$ cat config.mk
export PLATFORM = sky130hd
export DESIGN_NAME = sisc_ifetch
export DESIGN_NICKNAME = d
export VERILOG_FILES = /design/src/rtl/sisc_pkg.sv /design/src/rtl/sisc_ifetch_buf.sv /design/src/rtl/sisc_ifetch.sv
export SDC_FILE = /design/constraint.sdc
export NUM_CORES = 1
export LEC_CHECK = 0
export CAP_MARGIN = 20
export CORE_MARGIN = 5
export CORE_UTILIZATION = 50
export CTS_CLUSTER_SIZE = 24
export DETAILED_ROUTE_END_ITERATION = 6
export PLACE_DENSITY = 0.84
export SYNTH_ARGS = -nofsm -noshare
export SYNTH_HDL_FRONTEND = slang
export SYNTH_SLANG_ARGS = --single-unit
$ cat constraint.sdc
create_clock -name clk -period 6.75 [get_ports clk]
set_clock_uncertainty 0.05 [all_clocks]
set_input_delay 1.0125 -clock clk [delete_from_list [all_inputs] [get_ports clk]]
set_output_delay 1.0125 -clock clk [all_outputs]
set_load 0.02 [all_outputs]
$ cat src/rtl/sisc_pkg.sv
// Shared SISC definitions: default address width, the NOP encoding and the
// instruction-fetch FSM state type.
package sisc_pkg;

  localparam int SISC_ADDR_W = 16;
  localparam logic [31:0] SISC_NOP = 32'h0000_0000;

  typedef enum logic [1:0] {
    IDLE = 2'd0,
    REQ  = 2'd1,
    WAIT = 2'd2
  } ifetch_state_t;

endpackage

$ cat src/rtl/sisc_ifetch_buf.sv
// Small shift-style FIFO of {address, instruction} pairs; entry 0 is the head.
// Presents NOP on the data output while empty.
module sisc_ifetch_buf
  import sisc_pkg::*;
#(
  parameter int DEPTH  = 2,
  parameter int ADDR_W = SISC_ADDR_W
) (
  input  logic              clk,
  input  logic              rst_f,
  input  logic              push,
  input  logic              pop,
  input  logic              flush,
  input  logic [ADDR_W-1:0] push_addr,
  input  logic [31:0]       push_data,
  output logic [ADDR_W-1:0] head_addr,
  output logic [31:0]       head_data,
  output logic              empty,
  output logic              full,
  output logic              space_next
);

  localparam int CNT_W = $clog2(DEPTH + 1);

  logic [CNT_W-1:0]             count_reg, count_next;
  logic [DEPTH-1:0][ADDR_W-1:0] addr_reg, addr_next;
  logic [DEPTH-1:0][31:0]       data_reg, data_next;
  logic                         pop_eff, push_eff;
  logic [CNT_W-1:0]             base;

  assign empty    = (count_reg == '0);
  assign full     = (count_reg == CNT_W'(DEPTH));
  assign pop_eff  = pop && !empty;
  assign push_eff = push && (!full || pop_eff);
  // Slot the pushed entry lands in once the pop (if any) has shifted the queue.
  assign base     = count_reg - CNT_W'(pop_eff);

  assign count_next = flush ? '0 : base + CNT_W'(push_eff);
  assign space_next = (count_next < CNT_W'(DEPTH));

  genvar gi;
  for (gi = 0; gi < DEPTH; gi = gi + 1) begin : g_entry
    if (gi + 1 < DEPTH) begin : g_shift
      assign addr_next[gi] = (push_eff && base == CNT_W'(gi)) ? push_addr :
                             pop_eff ? addr_reg[gi+1] : addr_reg[gi];
      assign data_next[gi] = (push_eff && base == CNT_W'(gi)) ? push_data :
                             pop_eff ? data_reg[gi+1] : data_reg[gi];
    end else begin : g_last
      assign addr_next[gi] = (push_eff && base == CNT_W'(gi)) ? push_addr : addr_reg[gi];
      assign data_next[gi] = (push_eff && base == CNT_W'(gi)) ? push_data : data_reg[gi];
    end
  end

  always_ff @(posedge clk or negedge rst_f) begin
    if (!rst_f) begin
      count_reg <= '0;
      addr_reg  <= '0;
      data_reg  <= '0;
    end else begin
      count_reg <= count_next;
      addr_reg  <= addr_next;
      data_reg  <= data_next;
    end
  end

  assign head_addr = addr_reg[0];
  assign head_data = empty ? SISC_NOP : data_reg[0];

endmodule

$ cat src/rtl/sisc_ifetch.sv
// SISC instruction fetch unit: single-outstanding request/ack fetch into a small
// buffer, with branch redirect and squash. Define SISC_IFETCH_PREFETCH_EN for a
// 2-entry buffer that overlaps fetch with execution (default: 1 entry).
module sisc_ifetch
  import sisc_pkg::*;
#(
  parameter int                ADDR_W   = SISC_ADDR_W,
  parameter logic [ADDR_W-1:0] RESET_PC = '0
) (
  input  logic              clk,
  input  logic              rst_f,
  output logic              mem_req,
  output logic [ADDR_W-1:0] mem_addr,
  input  logic              mem_ack,
  input  logic [31:0]       mem_rdata,
  output logic [31:0]       ir,
  output logic              ir_valid,
  output logic [ADDR_W-1:0] pc_out,
  input  logic              ir_take,
  input  logic              br_taken,
  input  logic [ADDR_W-1:0] br_addr
);

`ifdef SISC_IFETCH_PREFETCH_EN
  localparam int BUF_DEPTH = 2;
`else
  localparam int BUF_DEPTH = 1;
`endif

  ifetch_state_t     state_reg, state_next;
  logic              mem_req_reg, mem_req_next;
  logic [ADDR_W-1:0] mem_addr_reg, mem_addr_next;
  logic              squash_reg, squash_next;
  logic [ADDR_W-1:0] squash_addr_reg, squash_addr_next;

  logic xfer, buf_push, buf_pop, buf_empty, buf_full, buf_space_next;

  assign xfer     = mem_req_reg && mem_ack;
  assign buf_push = xfer && !squash_reg && !br_taken;
  assign buf_pop  = ir_take && !br_taken;

  sisc_ifetch_buf #(
    .DEPTH  (BUF_DEPTH),
    .ADDR_W (ADDR_W)
  ) u_buf (
    .clk        (clk),
    .rst_f      (rst_f),
    .push       (buf_push),
    .pop        (buf_pop),
    .flush      (br_taken),
    .push_addr  (mem_addr_reg),
    .push_data  (mem_rdata),
    .head_addr  (pc_out),
    .head_data  (ir),
    .empty      (buf_empty),
    .full       (buf_full),
    .space_next (buf_space_next)
  );

  always_ff @(posedge clk or negedge rst_f) begin
    if (!rst_f) begin
      state_reg       <= IDLE;
      mem_req_reg     <= 1'b0;
      mem_addr_reg    <= RESET_PC;
      squash_reg      <= 1'b0;
      squash_addr_reg <= '0;
    end else begin
      state_reg       <= state_next;
      mem_req_reg     <= mem_req_next;
      mem_addr_reg    <= mem_addr_next;
      squash_reg      <= squash_next;
      squash_addr_reg <= squash_addr_next;
    end
  end

  always_comb begin
    state_next       = state_reg;
    mem_addr_next    = mem_addr_reg;
    squash_next      = squash_reg;
    squash_addr_next = squash_addr_reg;
    case (state_reg)
      IDLE: begin
        state_next = REQ;
        if (br_taken) mem_addr_next = br_addr;
      end
      REQ: begin
        if (mem_ack) begin
          // A pending squash redirects unless a newer branch arrives on this edge.
          squash_next   = 1'b0;
          mem_addr_next = br_taken   ? br_addr :
                          squash_reg ? squash_addr_reg :
                                       mem_addr_reg + ADDR_W'(1);
          state_next    = buf_space_next ? REQ : WAIT;
        end else if (br_taken) begin
          squash_next      = 1'b1;
          squash_addr_next = br_addr;
        end
      end
      WAIT: begin
        if (br_taken) mem_addr_next = br_addr;
        if (br_taken || ir_take || !buf_full) state_next = REQ;
      end
      default: state_next = IDLE;
    endcase
    mem_req_next = (state_next == REQ);
  end

  assign mem_req  = mem_req_reg;
  assign mem_addr = mem_addr_reg;
  assign ir_valid = !buf_empty;

endmodule
==> flow_metrics.py, run 1 <==
metrics = {
    "placement": {
        "dp.cells": 541,
        "place.gp.congestion": 0.840,
        "portBuffers": 118,
        "dp_hpwl_um": 6970,
    },
    "synthesis": {
        "syn_area_per_cell_um2": 11.9,
        "syn_inst": 340,
        "synth-edff-count": 0,
        "yosys.area.top_type": "dfrtp_1",
        "ys_ff_latch": 85,
        "synth_cell_types": 46,
        "ys.flop_type": "dfrtp_1",
        "syn_area_um2": 4030,
        "syn_nets": 395,
        "ys_async_sr_fraction_pct": 100,
        "yosysSeqAreaShare_pct": 52.7,
        "yosys_warnings": 0,
        "yosys.area.top_type_share_pct": 52.7,
        "synth_area_leaders": "dfrtp_1 53%, mux2_2 18%, and2_1 5.7%, nand2_1 1.6%, o211ai_1 1.5%",
    },
    "die": {
        "pin_count": 119,
        "start_util_pct": 51.7,
        "die_w_um": 99.8,
        "rows": 32,
        "dieArea_um2": 9960,
        "die_height_um": 99.8,
        "core_um2": 7810,
    },
    "clocking": {
        "root_buffer": "clkbuf_8",
        "cts_max_level": 3,
        "cts_resized": 0,
        "numCtsBuffers": 9,
        "cts_buffer_depth": 2,
        "cts_setup_buffers": 0,
        "hold_buffers": 0,
        "clkTransAtPathRegs_ns": 0.09,
        "worst_skew_pair.late_latency_ns": 0.35,
        "clock-sinks": 85,
        "cts_tree": "yes",
    },
    "sta": {
        "slew_headroom_pct": 35.9,
        "tightest_slew_ns": 0.959,
        "final.min_clock_period_ns": 3.17,
        "max_freq_mhz": 316,
        "slew_violations": 0,
        "fin_tns_setup_ns": 0,
        "rsz0062_at_grt": "false",
        "setup_viol": 0,
        "hold_viol_final": 0,
        "post-route-period-util_pct": 46.9,
    },
    "setup_path": {
        "worstPathCellList": "and2_1 > clkdlybuf4s50_1",
        "cp_top_family": "flip-flops",
        "cp.arrival_ns": 2.11,
        "crit_buf_inv": 1,
        "start_kind": "register",
        "slowest_stage": "dfrtp_1",
        "crit_path_max_incr_delay_ns": 0.88,
        "criticalPathCategory": "reg -> out",
        "critPathMaxFanout": 35,
        "required_ns": 5.69,
        "end_kind": "output port",
    },
    "final_layout": {
        "largest_reg_flops": 32,
        "fillers": 588,
        "layout_common_cells": "117 x clkdlybuf4s50_1, 85 x dfrtp_1, 64 x mux2_2",
        "antenna_cells": 0,
        "syn_to_final_growth_pct": 36.4,
        "final_common_cell": "clkdlybuf4s50_1",
        "fin_cells": 561,
        "nets": 509,
        "layout-drive-gt1-share_pct": 19.8,
    },
    "routing": {
        "highest_layer": "met4",
        "drtPass1Iterations": 5,
        "wl_met3_um": 986,
        "drt_first_iter_violations": 159,
        "wl_met2_um": 4700,
        "ant_nets": 0,
        "drc": 0,
        "num_vias": 3173,
        "routed_wl_um": 10200,
        "drt-wirelength-per-cell_um": 18.2,
        "wl_met1_um": 4400,
        "viasPerCell": 5.66,
    },
    "pwr": {
        "power_mw": 1.82,
        "powerDensity_nw_per_um2": 331,
        "power_leakage_nw": 2.22,
        "peakVddDrop_v": 0.000275,
    },
    "global_routing": {
        "grt_max_degree": 86,
        "grt.total_usage_pct": 20.7,
        "grt_pass1_wl_um": 16600,
        "grt_remaining_overflow": 0,
        "grt_pass1_vias": 3304,
        "antenna_found_initial": 0,
    },
    "job": {
        "maxCapViolCount": 0,
    },
    "hold_path": {
        "holdCritPathClass": "reg -> reg",
    },
    "status": {
        "status": "completed",
    },
}
-- area by class of cell --
type | count | area [um^2] | share of cell area, %
sequential | 85 | 2130 | 38.7
clock inverter | 6 | 46.3 | 0.841
inverter | 5 | 18.8 | 0.341
tap | 102 | 128 | 2.32
multi-input combinational | 231 | 1800 | 32.7
clock buffer | 10 | 138 | 2.50
timing repair buffer | 122 | 1240 | 22.6
-- cells by family (layout without fill, tap and decap cells) --
logic type / after synthesis / after routing / synth area share [%]
multiplexers: 67 / 67 / 18.6
AO/OA/AOI/OAI: 56 / 56 / 9.65
XOR/XNOR: 8 / 8 / 1.74
buffers and inverters: 24 / 143 / 2.70
adder cells (fa/ha/maj): 2 / 2 / 0.620
AND/OR/NAND/NOR: 98 / 98 / 13.9
flip-flops: 85 / 85 / 52.7
-- power by group --
group | switching, mW | total, mW | internal (mW)
Sequential | 0.145 | 0.827 | 0.681
Combinational | 0.302 | 0.665 | 0.363
Clock | 0.186 | 0.332 | 0.146
-- worst paths after layout --
check / from / slack, ns / endpoint / cells after the start
worst min register to register: u_buf.data_reg[19]$_DFFE_PN0P_ / 0.46 / u_buf.data_reg[19]$_DFFE_PN0P_ / 1
min in group asynchronous: rst_f / 0.55 / u_buf.data_reg[3]$_DFFE_PN0P_ / 1
worst max register to register: u_buf.full$_DFF_PN0_ / 4.32 / u_buf.head_addr[9]$_DFFE_PN0P_ / 5
worst max-delay path: u_buf.full$_DFF_PN0_ / 3.58 / ir[10] / 2
max in group asynchronous: rst_f / 5.49 / squash_addr_reg[12]$_DFFE_PN0P_ / 2
worst min-delay path: u_buf.data_reg[19]$_DFFE_PN0P_ / 0.46 / u_buf.data_reg[19]$_DFFE_PN0P_ / 1
-- metal layers --
layer | track usage [%] | up-vias
met3 | 5.28 | 16
met5 | 0 | -
met2 | 32.1 | 149
li1 | - | 1452
met4 | 7.46 | 0
met1 | 28.3 | 1556
-- synthesized netlist by cell type, types with 2 or more instances --
library cell,count
dfrtp_1,85
mux2i_1,3
nand2_1,17
a32oi_1,6
and4_1,3
nor2_1,9
xor2_1,5
and3_1,7
a31o_2,2
o211ai_1,8
inv_1,4
o2111ai_1,2
and2_1,37
or3_1,2
nand2b_1,5
nand4_1,4
a211oi_1,5
xnor2_1,3
a211o_1,2
nand3_1,9
clkbuf_1,10
mux2_2,64
buf_2,6
a21oi_1,11
ha_1,2
o21ai_0,9
-- stage by stage --
stage / hold WS (ns) / util [%] / setup WS [ns] / cell area, um^2
2_1_floorplan: 0.421 / - / 3.93 / 4030
3_3_place_gp: 0.431 / 67.3 / 3.11 / 5250
3_5_place_dp: 0.439 / 67.3 / 3.03 / 5250
4_1_cts: 0.458 / 69.6 / 3.41 / 5440
5_1_grt: 0.473 / 70.5 / 3.41 / 5500
6_report: 0.457 / 70.5 / 3.58 / 5500
Note: power is estimated with default switching activity, not from simulation.
==> run 2, diff against run 1 <==
--- a/config.mk
+++ b/config.mk
@@ -7,10 +7,10 @@
 export LEC_CHECK = 0
 export CAP_MARGIN = 20
 export CORE_MARGIN = 5
-export CORE_UTILIZATION = 50
+export CORE_UTILIZATION = 43
 export CTS_CLUSTER_SIZE = 24
 export DETAILED_ROUTE_END_ITERATION = 6
-export PLACE_DENSITY = 0.84
+export PLACE_DENSITY = 0.77
 export SYNTH_ARGS = -nofsm -noshare
 export SYNTH_HDL_FRONTEND = slang
 export SYNTH_SLANG_ARGS = --single-unit
==> constraint.sdc (replaced) <==
create_clock -name clk -period 2.76 [get_ports clk]
set_clock_uncertainty 0.05 [all_clocks]
set_input_delay 0.414 -clock clk [delete_from_list [all_inputs] [get_ports clk]]
set_output_delay 0.414 -clock clk [all_outputs]
set_load 0.02 [all_outputs]
==> flow_metrics.py, run 2 (synthesized netlist as in run 1, its figures left out) <==
metrics = {
    "status": {
        "status": "completed",
    },
    "final_layout": {
        "nets": 517,
        "layout-drive-gt1-share_pct": 20.8,
        "postLayoutCellArea_um2": 5590,
        "syn_to_final_growth_pct": 38.7,
        "fillers": 745,
        "regArea_um2": 2130,
        "finalCoreUtilization_pct": 60.8,
        "largest_reg_flops": 32,
        "fin_cells": 578,
        "antenna_cells": 0,
        "final_common_cell": "clkdlybuf4s50_1",
        "multiInputGateArea_um2": 1800,
        "layout_common_cells": "117 x clkdlybuf4s50_1, 85 x dfrtp_1, 64 x mux2_2",
    },
    "die": {
        "core_um2": 9200,
        "dieArea_um2": 11400,
        "pin_count": 119,
        "die_height_um": 107,
        "rows": 35,
        "die_w_um": 107,
        "start_util_pct": 43.9,
    },
    "pwr": {
        "power_leakage_nw": 2.27,
        "power_mw": 4.59,
        "powerDensity_nw_per_um2": 820,
        "peakVddDrop_v": 0.000580,
    },
    "setup_path": {
        "regToRegSetupSlack_ns": 0.94,
        "worstPathCellList": "buf_4 > and2_1 > clkdlybuf4s50_1",
        "r2r_cells": 5,
        "criticalPathCategory": "reg -> out",
        "path_depth": 3,
        "cp_top_family": "buffers and inverters",
        "crit_path_max_incr_delay_ns": 0.62,
        "required_ns": 2.30,
        "end_kind": "output port",
        "critPathMaxFanout": 33,
        "slowest_stage": "clkdlybuf4s50_1",
        "start_kind": "register",
        "cp.arrival_ns": 1.76,
        "reg2reg_from": "squash_reg$_DFFE_PN0P_",
        "reg2reg_to": "u_buf.data_reg[20]$_DFFE_PN0P_",
        "crit_buf_inv": 2,
    },
    "routing": {
        "wl_met1_um": 4540,
        "ant_nets": 0,
        "viasPerCell": 5.44,
        "routed_wl_um": 10200,
        "drt_first_iter_violations": 165,
        "wl_met3_um": 986,
        "highest_layer": "met4",
        "drc": 0,
        "num_vias": 3143,
        "drt-wirelength-per-cell_um": 17.7,
        "drtPass1Iterations": 4,
        "wl_met2_um": 4630,
    },
    "job": {
        "maxCapViolCount": 0,
    },
    "sta": {
        "hold_viol_final": 0,
        "fin_tns_setup_ns": 0,
        "fin_ws_ns": 0.535,
        "post-route-period-util_pct": 80.6,
        "setup_viol": 0,
        "slew_headroom_pct": 59.6,
        "hold_ws_ns": 0.452,
        "tightest_slew_ns": 0.601,
        "slew_violations": 0,
        "final.min_clock_period_ns": 2.22,
        "max_freq_mhz": 450,
        "rsz0062_at_grt": "false",
    },
    "global_routing": {
        "grt_remaining_overflow": 0,
        "grt_max_degree": 51,
        "antenna_found_initial": 0,
        "grt_pass1_wl_um": 16300,
        "grt_pass1_vias": 3152,
        "grt.total_usage_pct": 17.7,
    },
    "hold_path": {
        "holdCritPathClass": "reg -> reg",
        "hold_start": "u_buf.data_reg[9]$_DFFE_PN0P_",
        "worstHoldEndpoint": "u_buf.data_reg[9]$_DFFE_PN0P_",
        "hold_path_depth": 1,
    },
    "clocking": {
        "root_buffer": "clkbuf_8",
        "clkTransAtPathRegs_ns": 0.08,
        "clock-sinks": 85,
        "hold_buffers": 1,
        "cts_setup_buffers": 0,
        "cts_resized": 0,
        "worst_skew_pair.late_latency_ns": 0.35,
        "cts_buffer_depth": 2,
        "cts_max_level": 3,
        "numCtsBuffers": 9,
        "cts_tree": "yes",
    },
    "placement": {
        "portBuffers": 118,
        "place.gp.congestion": 0.857,
        "dpl_worst_slack_ns": 0.298,
        "dp.cells": 561,
        "place_area_um2": 5370,
        "dp_hpwl_um": 7470,
    },
}
==> run 2: cell count changes in the layout (fill, tap and decap cells not counted), sizes merged <==
cell / delta
inv: -1
buf: +7
dlygate4sd3: +1
bufinv: +2
clkinvlp: -1
==> run 2: cell type report <==
class | instances | area share, %
clock buffers | 10 | 2.28
clock inverters | 6 | 1.54
inverters | 5 | 0.335
multi-input cells | 231 | 32.2
flip-flops and latches | 85 | 38.0
well taps | 111 | 2.48
repair buffers | 130 | 23.2
==> run 2: worst max path at each step <==
stage,from,to,slack (ns)
after floorplan,br_taken,u_buf.data_reg[19]$_DFFE_PN0P_,0.53
after global placement,br_taken,u_buf.head_addr[1]$_DFFE_PN0P_,0.34
final,u_buf.full$_DFF_PN0_,ir[2],0.54
after detailed placement,br_taken,u_buf.data_reg[20]$_DFFE_PN0P_,0.30
after CTS,u_buf.full$_DFF_PN0_,ir[25],0.51
after global routing,u_buf.full$_DFF_PN0_,ir[2],0.44
==> run 2: power breakdown <==
part	internal [mW]	switching, mW
Sequential	1.67	0.316
Combinational	0.899	0.761
Clock	0.511	0.436
Total	3.08	1.51
==> run 2: routing by layer <==
metal  vias up  GRT usage [%]
li1       1464              -
met1      1528           24.4
met2       141           27.7
met3        10           5.00
met4         0           4.47
met5         -              0
==> run 3, diff against run 2 <==
--- a/config.mk
+++ b/config.mk
@@ -7,10 +7,10 @@
 export LEC_CHECK = 0
 export CAP_MARGIN = 20
 export CORE_MARGIN = 5
-export CORE_UTILIZATION = 43
+export CORE_UTILIZATION = 47
 export CTS_CLUSTER_SIZE = 24
 export DETAILED_ROUTE_END_ITERATION = 6
-export PLACE_DENSITY = 0.77
+export PLACE_DENSITY = 0.8
 export SYNTH_ARGS = -nofsm -noshare
 export SYNTH_HDL_FRONTEND = slang
 export SYNTH_SLANG_ARGS = --single-unit
==> constraint.sdc (replaced) <==
create_clock -name clk -period 2.1 [get_ports clk]
set_clock_uncertainty 0.05 [all_clocks]
set_input_delay 0.315 -clock clk [delete_from_list [all_inputs] [get_ports clk]]
set_output_delay 0.315 -clock clk [all_outputs]
set_load 0.02 [all_outputs]
==> flow_metrics.py, run 3 (synthesized netlist as in run 1, its figures left out) <==
metrics = {
    "hold_path": {
        "holdCritPathClass": "in -> async",
    },
    "pwr": {
        "power_leakage_nw": 2.65,
        "powerDensity_nw_per_um2": 1050,
        "power_switching_mw": 2.00,
        "combPwrFrac_pct": 37.4,
        "peakVddDrop_v": 0.000787,
        "p_sw_share_pct": 33.4,
        "clkPwrFrac_pct": 19.3,
        "intPower_mw": 3.99,
        "pwr-share-seq_pct": 43.3,
    },
    "sta": {
        "setup_viol": 0,
        "slew_violations": 0,
        "post-route-period-util_pct": 96.9,
        "tightest_slew_ns": 0.437,
        "rsz0062_at_grt": "false",
        "hold_viol_final": 0,
        "max_freq_mhz": 492,
        "slew_headroom_pct": 70.9,
        "fin_tns_setup_ns": 0,
        "final.min_clock_period_ns": 2.03,
    },
    "final_layout": {
        "antenna_cells": 0,
        "largest_reg_flops": 32,
        "finalCoreUtilization_pct": 69.0,
        "syn_to_final_growth_pct": 42.1,
        "final_common_cell": "clkdlybuf4s50_1",
        "layout-drive-gt1-share_pct": 23.0,
        "layout_common_cells": "98 x clkdlybuf4s50_1, 84 x dfrtp_1, 64 x mux2_2",
        "nets": 529,
    },
    "global_routing": {
        "grt.total_usage_pct": 20.2,
        "top_usage_layer": "met2",
        "grt_pass1_wl_um": 16500,
        "gr-usage-met1_pct": 26.3,
        "grt_pass1_vias": 3320,
        "grt_max_degree": 34,
        "antenna_found_initial": 0,
        "use_met3_pct": 5.41,
        "grt_remaining_overflow": 0,
        "grtUsageMet2_pct": 33.2,
    },
    "clocking": {
        "numCtsBuffers": 9,
        "cts_max_level": 3,
        "root_buffer": "clkbuf_8",
        "cts_tree": "yes",
        "cts_buffer_depth": 2,
        "clock-sinks": 85,
        "clkTransAtPathRegs_ns": 0.08,
        "cts_setup_buffers": 0,
        "worst_skew_pair.late_latency_ns": 0.35,
    },
    "routing": {
        "ant_nets": 0,
        "drtPass1Iterations": 4,
        "routed_wl_um": 10300,
        "drt_first_iter_violations": 165,
        "drc": 0,
        "viasPerCell": 5.55,
        "num_vias": 3242,
        "drt-wirelength-per-cell_um": 17.6,
    },
    "placement": {
        "portBuffers": 118,
        "dp_hpwl_um": 7710,
        "place.gp.congestion": 0.868,
    },
    "die": {
        "start_util_pct": 48.6,
        "die_w_um": 103,
        "die_height_um": 103,
        "core_um2": 8300,
        "rows": 33,
        "dieArea_um2": 10500,
        "pin_count": 119,
    },
    "setup_path": {
        "crit_path_max_incr_delay_ns": 0.60,
        "start_kind": "register",
        "criticalPathCategory": "reg -> out",
        "crit_start": "u_buf.full$_DFF_PN0_",
        "reg2reg_to": "u_buf.data_reg[4]$_DFFE_PN0P_",
        "critPathMaxFanout": 31,
        "slowest_stage": "clkdlybuf4s50_1",
        "r2r_cells": 5,
        "regToRegSetupSlack_ns": 0.34,
        "end_kind": "output port",
        "worstPathCellList": "buf_12 > and2_1 > clkdlybuf4s50_1",
        "reg2reg_from": "u_buf.full$_DFF_PN0_",
        "cp.arrival_ns": 1.67,
        "required_ns": 1.74,
    },
    "job": {
        "maxCapViolCount": 0,
    },
    "status": {
        "status": "completed",
    },
}
## run 3: cell types whose count changed in the layout (fill, tap and decap cells not counted), moves of 2 or more
cell,before,now
dlygate4sd2_1,0,2
clkdlybuf4s50_1,117,98
buf_4,10,20
buf_12,2,4
clkinv_4,0,2
dlymetal6s2s_1,0,17
## run 3: how the worst max path moves through the flow
stage | end | cells after the start
after floorplan | u_buf.data_reg[19]$_DFFE_PN0P_ | 7
after global placement | u_buf.data_reg[13]$_DFFE_PN0P_ | 7
after detailed placement | u_buf.data_reg[4]$_DFFE_PN0P_ | 7
after CTS | ir[16] | 3
after global routing | ir[28] | 3
final | ir[28] | 3
## run 3: what timing repair did
item                                   4_1_cts  5_1_grt
gates resized for setup                      3       17
setup endpoints to repair                   28       17
gates cloned                                 0        0
endpoints found under the hold margin       31        0
hold buffers                                 1        0
## run 3: layout make-up
type	instances	area [um^2]
timing repair buffer	142	1450
multi-input combinational	231	1800
tap	105	131
sequential	85	2130
inverter	5	18.8
clock buffer	11	141
clock inverter	5	60.1
fill	635	2570
## run 3: per-layer routing
layer / wire, um / share of wire (%)
met4: 82 / 0.80
met2: 4890 / 47
met1: 4400 / 43
met5: 0 / 0
met3: 926 / 9.0
## run 3: stage by stage
step	cells	hold WS [ns]	power [mW]	worst slack, ns	instance area, um^2
6_report	584	0.393	6.00	0.0655	5730
5_1_grt	584	0.430	6.35	0.000529	5730
4_1_cts	584	0.391	6.06	0.0227	5690
3_5_place_dp	567	0.238	4.89	-0.139	5480
3_3_place_gp	567	0.237	4.80	-0.0881	5480
2_1_floorplan	340	-0.0306	3.76	0.0918	4030
## run 3: power groups by stage
stage	Clock, mW	Sequential [mW]	Combinational (mW)
after floorplan	0	2.83	0.930
after global placement	0	2.60	2.21
after detailed placement	0	2.62	2.27
after CTS	1.19	2.59	2.28
after global routing	1.25	2.68	2.42
final	1.15	2.60	2.24
## run 3: worst max-delay path, delay by kind of cell, from the launching register on
family | cells | cell delay [ns]
AND/OR/NAND/NOR | 1 | 0.13
buffers and inverters | 2 | 0.76
flip-flops | 1 | 0.42
